===== config.mk =====
export PLATFORM = sky130hd
export DESIGN_NAME = fir_mac_sequencer_flat
export DESIGN_NICKNAME = d
export VERILOG_FILES = /design/src/rtl/fir_mac_sequencer_if.sv /design/src/rtl/fir_mac_sequencer.sv /design/src/flat_wrapper.sv
export SDC_FILE = /design/constraint.sdc
export NUM_CORES = 1
export LEC_CHECK = 0
export CAP_MARGIN = 10
export CORE_MARGIN = 8
export CORE_UTILIZATION = 61
export DETAILED_ROUTE_END_ITERATION = 6
export PLACE_DENSITY = 0.92
export SYNTH_ARGS = -nofsm -noshare
export SYNTH_HDL_FRONTEND = slang
export SYNTH_SLANG_ARGS = --single-unit

===== constraint.sdc =====
create_clock -name clk -period 10.1 [get_ports clk]
set_clock_uncertainty 0.2 [all_clocks]
set_input_delay 3.03 -clock clk [delete_from_list [all_inputs] [get_ports clk]]
set_output_delay 3.03 -clock clk [all_outputs]
set_load 0.005 [all_outputs]

===== src/rtl/fir_mac_sequencer_if.sv =====
// Sample, delay-line and result signals of the FIR MAC sequencer.
// The sequencer uses the slave view; the environment uses the master view.
interface fir_mac_sequencer_if #(
    parameter int WIDTH     = 16,
    parameter int OUT_WIDTH = 16
);
    logic                        in_valid;
    logic                        in_ready;
    logic signed [WIDTH-1:0]     in_sample;
    logic                        load;
    logic signed [WIDTH-1:0]     mem_in;
    logic [7:0]                  counter;
    logic signed [WIDTH-1:0]     tap_in;
    logic signed [WIDTH-1:0]     coef_in;
    logic                        out_valid;
    logic                        out_ready;
    logic signed [OUT_WIDTH-1:0] out_data;

    modport slave (
        input  in_valid, in_sample, tap_in, coef_in, out_ready,
        output in_ready, load, mem_in, counter, out_valid, out_data
    );

    modport master (
        output in_valid, in_sample, tap_in, coef_in, out_ready,
        input  in_ready, load, mem_in, counter, out_valid, out_data
    );
endinterface


===== src/rtl/fir_mac_sequencer.sv =====
// FIR control/datapath: accepts a sample, shifts it into the delay line, walks
// all taps through a registered multiplier and returns a scaled, saturated sum.
module fir_mac_sequencer #(
    parameter int LENGTH    = 64,
    parameter int WIDTH     = 16,
    parameter int ACC_WIDTH = 40,
    parameter int OUT_WIDTH = 16,
    parameter int SHIFT     = 15
) (
    input  logic                 clk,
    input  logic                 rst,
    fir_mac_sequencer_if.slave   bus
);
    localparam int PW = 2 * WIDTH;

    typedef enum logic [2:0] {
        S_IDLE,
        S_LOAD,
        S_MAC,
        S_DRAIN,
        S_DONE
    } state_t;

    state_t                      r_state;
    logic                        r_load;
    logic signed [WIDTH-1:0]     r_mem_in;
    logic [7:0]                  r_counter;
    logic signed [PW-1:0]        r_prod;
    logic                        r_prod_v;
    logic signed [ACC_WIDTH-1:0] r_acc;
    logic                        r_out_valid;
    logic signed [OUT_WIDTH-1:0] r_out_data;

    logic signed [PW-1:0]        w_mult;
    logic signed [ACC_WIDTH-1:0] w_acc_sum;
    logic signed [ACC_WIDTH-1:0] w_shifted;
    logic                        w_in_range;
    logic signed [OUT_WIDTH-1:0] w_sat;

    assign w_mult = bus.tap_in * bus.coef_in;

    // Includes the pending product so DRAIN can register the final result directly.
    assign w_acc_sum = r_prod_v ? (r_acc + ACC_WIDTH'(r_prod)) : r_acc;
    assign w_shifted = w_acc_sum >>> SHIFT;

    // In range when every bit above the output sign bit matches it.
    assign w_in_range = (&w_shifted[ACC_WIDTH-1:OUT_WIDTH-1]) ||
                        (~|w_shifted[ACC_WIDTH-1:OUT_WIDTH-1]);
    assign w_sat = w_in_range ? w_shifted[OUT_WIDTH-1:0] :
                   (w_shifted[ACC_WIDTH-1] ? {1'b1, {(OUT_WIDTH-1){1'b0}}}
                                           : {1'b0, {(OUT_WIDTH-1){1'b1}}});

    always_ff @(posedge clk) begin
        if (!rst) begin
            r_state     <= S_IDLE;
            r_load      <= 1'b0;
            r_mem_in    <= '0;
            r_counter   <= '0;
            r_prod      <= '0;
            r_prod_v    <= 1'b0;
            r_acc       <= '0;
            r_out_valid <= 1'b0;
            r_out_data  <= '0;
        end else begin
            if (r_prod_v) begin
                r_acc <= w_acc_sum;
            end
            case (r_state)
                S_IDLE: begin
                    if (bus.in_valid) begin
                        r_mem_in <= bus.in_sample;
                        r_load   <= 1'b1;
                        r_state  <= S_LOAD;
                    end
                end
                S_LOAD: begin
                    r_load    <= 1'b0;
                    r_counter <= '0;
                    r_acc     <= '0;
                    r_state   <= S_MAC;
                end
                S_MAC: begin
                    r_prod   <= w_mult;
                    r_prod_v <= 1'b1;
                    if (r_counter == 8'(LENGTH - 1)) begin
                        r_counter <= '0;
                        r_state   <= S_DRAIN;
                    end else begin
                        r_counter <= r_counter + 8'd1;
                    end
                end
                S_DRAIN: begin
                    r_prod_v    <= 1'b0;
                    r_out_data  <= w_sat;
                    r_out_valid <= 1'b1;
                    r_state     <= S_DONE;
                end
                S_DONE: begin
                    if (bus.out_ready) begin
                        r_out_valid <= 1'b0;
                        r_state     <= S_IDLE;
                    end
                end
                default: r_state <= S_IDLE;
            endcase
        end
    end

    assign bus.in_ready  = (r_state == S_IDLE);
    assign bus.load      = r_load;
    assign bus.mem_in    = r_mem_in;
    assign bus.counter   = r_counter;
    assign bus.out_valid = r_out_valid;
    assign bus.out_data  = r_out_data;
endmodule


===== src/flat_wrapper.sv =====
// flat-port wrapper written by rule: the top's interface ports become plain ports
module fir_mac_sequencer_flat 
#(
    parameter int LENGTH    = 64,
    parameter int WIDTH     = 16,
    parameter int ACC_WIDTH = 40,
    parameter int OUT_WIDTH = 16,
    parameter int SHIFT     = 15
)
  (clk, rst, bus_in_valid, bus_in_sample, bus_tap_in, bus_coef_in, bus_out_ready, bus_in_ready, bus_load, bus_mem_in, bus_counter, bus_out_valid, bus_out_data);
  fir_mac_sequencer_if #(.WIDTH(WIDTH), .OUT_WIDTH(OUT_WIDTH)) bus_i ();
  input  logic clk;
  input  logic rst;
  input wire logic [$bits(bus_i.in_valid)-1:0] bus_in_valid;
  input wire logic [$bits(bus_i.in_sample)-1:0] bus_in_sample;
  input wire logic [$bits(bus_i.tap_in)-1:0] bus_tap_in;
  input wire logic [$bits(bus_i.coef_in)-1:0] bus_coef_in;
  input wire logic [$bits(bus_i.out_ready)-1:0] bus_out_ready;
  output wire logic [$bits(bus_i.in_ready)-1:0] bus_in_ready;
  output wire logic [$bits(bus_i.load)-1:0] bus_load;
  output wire logic [$bits(bus_i.mem_in)-1:0] bus_mem_in;
  output wire logic [$bits(bus_i.counter)-1:0] bus_counter;
  output wire logic [$bits(bus_i.out_valid)-1:0] bus_out_valid;
  output wire logic [$bits(bus_i.out_data)-1:0] bus_out_data;
  assign bus_i.in_valid = bus_in_valid;
  assign bus_i.in_sample = bus_in_sample;
  assign bus_i.tap_in = bus_tap_in;
  assign bus_i.coef_in = bus_coef_in;
  assign bus_i.out_ready = bus_out_ready;
  assign bus_in_ready = bus_i.in_ready;
  assign bus_load = bus_i.load;
  assign bus_mem_in = bus_i.mem_in;
  assign bus_counter = bus_i.counter;
  assign bus_out_valid = bus_i.out_valid;
  assign bus_out_data = bus_i.out_data;
  fir_mac_sequencer #(.LENGTH(LENGTH), .WIDTH(WIDTH), .ACC_WIDTH(ACC_WIDTH), .OUT_WIDTH(OUT_WIDTH), .SHIFT(SHIFT)) u_core (.clk(clk), .rst(rst), .bus(bus_i));
endmodule

==> results_dict.tcl, run 1 <==
set metrics [dict create \
    status "completed" \
    ys_types 75 \
    fin_crit_sh_pct 95.00 \
    required_ns 10.21 \
    ys.warnings.count 0 \
    dieHeight_um 182.1 \
    ys_seq_area_share_pct 14.03 \
    area.sequential_sq_um 2364 \
    synth-edff-count 0 \
    critPathLaunch "bus_tap_in[4]" \
    cts_tree "yes" \
    p_per_area_nw_per_um2 381.5 \
    antenna_left 0 \
    clockBufferDepth 2 \
    synthArstFlopShare_pct 0 \
    clkSinkCount 118 \
    synthTopCellsByArea "fa_1 31%, dfxtp_1 14%, ha_1 9.1%, inv_1 7.2%, nand2_1 5.7%" \
    drive_gt1_share_pct 4.802 \
    criticalPathCategory "in -> reg" \
    period_needed_ns 9.595 \
    drc_errors 0 \
    r2r-start "u_core.r_acc[0]" \
    synth_cells 1943 \
    num_vias 13613 \
    antenna_found_initial 0 \
    ys_ff_latch 118 \
    rows 61 \
    syn_nets 2380 \
    gr-total-overflow 0 \
    path_max_fanout 16 \
    clkLatencyLatePin_ns 0.42 \
    hp-class "reg -> reg" \
    cp-end-kind "flop" \
    avgRoutedWirePerCell_um 17.65 \
    via_per_inst 5.805 \
    max-cap-violations 0 \
    syn2layout_area_growth_pct 10.83 \
    yosysTopAreaCellShare_pct 31.27 \
    slew_headroom_pct 27.10 \
    grt_pass1_vias 14529 \
    drt_iter0_drc 948 \
    worst_pin_slew_ns 1.094 \
    grt_pass1_wl_um 68970 \
    drt-pass1-iter-count 5 \
    coreArea_sq_um 27480 \
    initial_core_util_pct 61.28 \
    root_buffer "clkbuf_16" \
    final_cell_mix "322 x inv_1, 263 x fa_1, 254 x nand2_1, 148 x and2_1, 122 x ha_1" \
    rsz0062_at_grt "no" \
    chipWidth_um 182.1 \
    fin_ws_ns 0.5054 \
    leakagePower_nw 8.718 \
    fin_nets 2423 \
    gp_congestion 0.9386 \
    ios 95 \
    synth_ff_type "dfxtp_1" \
    htree_levels 4 \
    hold_buffers 0 \
    fmax_ghz 0.1042 \
    avgSynthCellArea_sq_um 8.666 \
    post_cts_buffers 0 \
    setup_tns_ns 0 \
    routed_wl_um 41400 \
    fillers 1965 \
    worstSetupStartpointType "input port" \
    antenna_cells 0 \
    post-place-ws_ns 0.1957 \
    layout_commonest_cell "inv_1" \
    multi_input_area_sq_um 12900 \
    portBuffers 94 \
    arrival_ns 9.70 \
    track_usage_pct 25.21 \
    clkSlewWorstSetupHoldPaths_ns 0.06 \
    post_cts_resized 0 \
    yosys.area.top_type "fa_1" \
    die_area_sq_um 33180 \
    place_hpwl_um 33260 \
    hp-start "u_core.bus.out_data[15]" \
    cts_buffers 17 \
    grt_max_degree 68 \
    setup_viol 0 \
    netlist_area_sq_um 16840 \
    ir_drop_mv 0.4566 \
    hold_violations 0 \
    slew_viol_final 0 \
]
## logic make-up after synthesis
kind of cell | Yosys count | share of synthesized area (%)
muxes | 34 | 2.058
xor gates and xnor gates | 68 | 3.537
and+or+nand+nor | 617 | 17.66
buffers and inverters | 410 | 9.408
DFF | 118 | 14.03
AOI/OAI and AO/OA | 311 | 12.97
adders and majority gates | 385 | 40.34
## state kept, by name, indices dropped and copies added (netlist names)
signal,count
u_core.r_prod_v,1
u_core.r_prod,32
u_core.r_acc,40
u_core.bus.load,1
u_core.bus.out_data,16
u_core.bus.out_valid,1
u_core.r_state,3
u_core.bus.counter,8
u_core.bus.mem_in,16
## final cells by class
cell class	instances	area share, %
Clock inverter	14	1.321
Sequential cell	118	12.67
Inverter	322	6.477
Timing Repair Buffer	112	5.739
Tap cell	346	2.320
Multi-Input combinational cell	1415	69.13
Clock buffer	18	2.353
## worst paths after layout
kind	end	slack (ns)	cells past startpoint
max	u_core.r_prod[30]	0.51	22
min	u_core.bus.out_data[15]	0.27	2
max reg2reg	u_core.bus.out_data[1]	5.37	14
min reg2reg	u_core.bus.out_data[15]	0.27	2
## power breakdown
group | switching, W | internal [W]
clock | 0.000230 | 0.000472
combinational | 0.00328 | 0.00255
sequential | 0.0000523 | 0.000539
total | 0.00356 | 0.00356
## Yosys cell counts, drive strengths merged (4+ instances only)
cell type and n:
o211ai 13, a31oi 13, nor3b 4, a211oi 27, a21o 30, inv 322, nand2b 16, ha 122
and3 13, o21a 7, o21bai 12, clkbuf 63, nor2 106, a21oi 74, a2111oi 4, or3 4
nor2b 10, xnor2 51, a21boi 26, mux2i 32, buf 25, nand3 21, dfxtp 118, nand2 255
o211a 5, a41oi 4, xor2 17, nor3 12, o21ai 75, fa 263, and2 148, nand4 13
o31ai 5
## critical path: stages
cell	delay [ns]
clkdlybuf4s50_1	0.90
nand2_1	0.19
fa_1	0.58
inv_1	0.05
fa_1	0.45
ha_1	0.19
inv_1	0.07
fa_1	0.44
fa_1	0.50
fa_1	0.49
inv_1	0.04
ha_1	0.33
a2111oi_0	0.49
o21ai_0	0.22
a41oi_1	0.32
o211ai_1	0.21
and2_1	0.22
a221oi_2	0.25
a21oi_1	0.13
a21oi_1	0.22
nor4b_1	0.08
o31a_1	0.31
## through the flow
| step | hold WS [ns] | std cells | power, W | cell area [sq um] | utilization [%] |
|---|---|---|---|---|---|
| finish | 0.2679 | 2345 | 0.007120 | 18660 | 67.92 |
| global route | 0.2900 | 2345 | 0.007941 | 18660 | 67.92 |
| CTS | 0.2716 | 2345 | 0.007106 | 18660 | 67.92 |
| detailed placement | 0.2637 | 2313 | 0.006377 | 17980 | 65.42 |
| global placement | 0.2531 | 2313 | 0.006101 | 17980 | 65.42 |
| floorplan | 0.2447 | 1943 | 0.005115 | 16840 | - |
## layer usage
metal | track usage (%) | part of all wire (%) | vias up
met5 | 0 | 0 | -
met4 | 9.970 | 3.7 | 0
met3 | 4.772 | 8.5 | 140
met2 | 44.92 | 49 | 623
met1 | 29.60 | 39 | 6603
li1 | - | - | 6247
(Power assumes the default switching activity.)
==> run 2: changes to the inputs <==
==> constraint.sdc (replaced) <==
create_clock -name clk -period 12.35 [get_ports clk]
set_clock_uncertainty 0.2 [all_clocks]
set_input_delay 3.705 -clock clk [delete_from_list [all_inputs] [get_ports clk]]
set_output_delay 3.705 -clock clk [all_outputs]
set_load 0.005 [all_outputs]
==> run 2 against run 1 <==
Effect of this change:
- via count decreased by 0.48%
- final area decreased by 0.70%
- global-route usage increased by 0.49 points
- core utilization decreased by 0.47 points
- sequential power decreased by 18%
- non-clock buffer count decreased by 13
- sequential share of layout area increased by 0.089 points
- die area unchanged
- sequential cell count unchanged
- final cell count decreased by 0.55%
- critical path type unchanged
- highest routed layer unchanged
==> results_dict.tcl, run 2 (same netlist as run 1, synthesis figures left out) <==
set metrics [dict create \
    status "completed" \
    num_vias 13547 \
    hold_ws_ns 0.2662 \
    clkSinkCount 118 \
    routed_wl_um 41710 \
    drt_iter0_drc 850 \
    p_sw_w 0.002945 \
    max-cap-violations 0 \
    path_max_fanout 16 \
    worst_pin_slew_ns 1.065 \
    p_per_area_nw_per_um2 314.4 \
    worstSetupStartpointType "input port" \
    path_buf_inv 4 \
    portBuffers 94 \
    ios 95 \
    setup_viol 0 \
    htree_levels 4 \
    cp.depth 21 \
    fin_nets 2410 \
    slew_viol_final 0 \
    layout.core_utilization_pct 67.45 \
    antenna_cells 0 \
    rsz0062_at_grt "no" \
    place_hpwl_um 33390 \
    cts_tree "yes" \
    die_area_sq_um 33180 \
    hp-class "reg -> reg" \
    criticalPathCategory "in -> reg" \
    cts_buffers 17 \
    gr-total-overflow 0 \
    clkLatencyLatePin_ns 0.42 \
    required_ns 12.46 \
    final_cell_mix "322 x inv_1, 263 x fa_1, 254 x nand2_1, 148 x and2_1, 122 x ha_1" \
    clkPwrFrac_pct 9.4 \
    clkSlewWorstSetupHoldPaths_ns 0.06 \
    hold_buffers 0 \
    drc_errors 0 \
    leakagePower_nw 8.636 \
    ir_drop_mv 0.3117 \
    syn2layout_area_growth_pct 10.06 \
    hold_violations 0 \
    cp_common_cell "fa_1" \
    arrival_ns 10.54 \
    seqPwrFrac_pct 8.3 \
    slew_headroom_pct 29.02 \
    post_cts_buffers 0 \
    initial_core_util_pct 61.28 \
    largest_register_ffs 40 \
    layout_commonest_cell "inv_1" \
    grt_pass1_wl_um 70190 \
    track_usage_pct 25.70 \
    cp_cell_sequence "clkdlybuf4s50_1 > nand2_1 > inv_1 > fa_1 > fa_1 > inv_1 > fa_1 > fa_1 > inv_1 > fa_1 > fa_1 > ha_1 > a21oi_1 > o21ai_0 > a21oi_1 > nor2_1 > a221oi_2 > a21oi_1 > a21oi_1 > nor4b_1 > o31a_1" \
    dieHeight_um 182.1 \
    post_cts_resized 0 \
    grt_pass1_vias 14677 \
    rrSetupSlack_ns 7.71 \
    fmax_ghz 0.09590 \
    setup_tns_ns 0 \
    antenna_found_initial 0 \
    top_regs "u_core.r_acc: 40 flops, u_core.r_prod: 32 flops" \
    avgRoutedWirePerCell_um 17.89 \
    drive_gt1_share_pct 4.129 \
    whs_path_depth 2 \
    chipWidth_um 182.1 \
    rows 61 \
    clockBufferDepth 2 \
    power_w 0.005827 \
    p_int_w 0.002882 \
    worst_path_largest_cell_delay_ns 0.88 \
    fin_ws_ns 1.923 \
    coreArea_sq_um 27480 \
    cpLargestDelayFamily "adder cells" \
    antenna_left 0 \
    drt-pass1-iter-count 6 \
    p_sw_share_pct 50.53 \
    gp_congestion 0.9636 \
    period_needed_ns 10.43 \
    cp-end-kind "flop" \
    post-place-ws_ns 1.561 \
    cp_slowest_cell "clkdlybuf4s50_1" \
    rr_worst_depth 14 \
    root_buffer "clkbuf_16" \
    fin_crit_sh_pct 84.43 \
    regMostFlops "u_core.r_acc" \
    via_per_inst 5.809 \
    comb_power_share_pct 82.3 \
    grt_max_degree 68 \
]
run 2: cell types whose count changed in the layout (fill, tap and decap cells not counted), sizes merged:
cell and change:
buf -13, clkinvlp +1, bufinv -1
run 2: worst register-to-register path: cells and delay by family, from the launching register on:
kind / cells / cell delay (ns)
buffers and inverters: 1 / 0.09
AO/OA/AOI/OAI: 8 / 2.72
AND/OR/NAND/NOR: 2 / 0.31
adder cells (fa/ha/maj): 2 / 0.69
XOR/XNOR: 1 / 0.12
flip-flops: 1 / 0.34
run 2: stage by stage:
stage / instance area (sq um) / cells
2_1_floorplan: 16840 / 1943
3_3_place_gp: 17880 / 2300
3_5_place_dp: 17880 / 2300
4_1_cts: 18530 / 2332
5_1_grt: 18530 / 2332
6_report: 18530 / 2332
run 2: power groups by stage:
stage / registers (W) / logic (W) / clock network, W
2_1_floorplan: 0.000476 / 0.00371 / 0
3_3_place_gp: 0.000488 / 0.00448 / 0
3_5_place_dp: 0.000490 / 0.00475 / 0
4_1_cts: 0.000483 / 0.00478 / 0.000553
5_1_grt: 0.000490 / 0.00544 / 0.000567
6_report: 0.000484 / 0.00480 / 0.000547
run 2: final timing paths:
path	start	end
worst min-delay path	u_core.bus.mem_in[10]	u_core.bus.mem_in[10]
worst min register to register	u_core.bus.mem_in[10]	u_core.bus.mem_in[10]
worst max-delay path	bus_coef_in[1]	u_core.r_prod[30]
worst max register to register	u_core.r_prod[0]	u_core.bus.out_data[2]
run 2: cell type report:
cell class / count / area, sq um
multi-input combinational: 1415 / 12900
clock buffer: 18 / 429.2
tap: 346 / 432.9
inverter: 322 / 1209
sequential: 118 / 2364
timing repair buffer: 99 / 973.4
fill: 2023 / 8945
clock inverter: 14 / 224.0
run 2: routing by layer:
layer  wire length (um)  share of wire [%]  GRT usage, %  up-vias
li1                   -                  -             -     6236
met1              16080                 39         29.25     6521
met2              20770                 50         45.88      626
met3               2974                7.1         4.931      164
met4               1890                4.5         12.27        0
met5                  0                  0             0        -
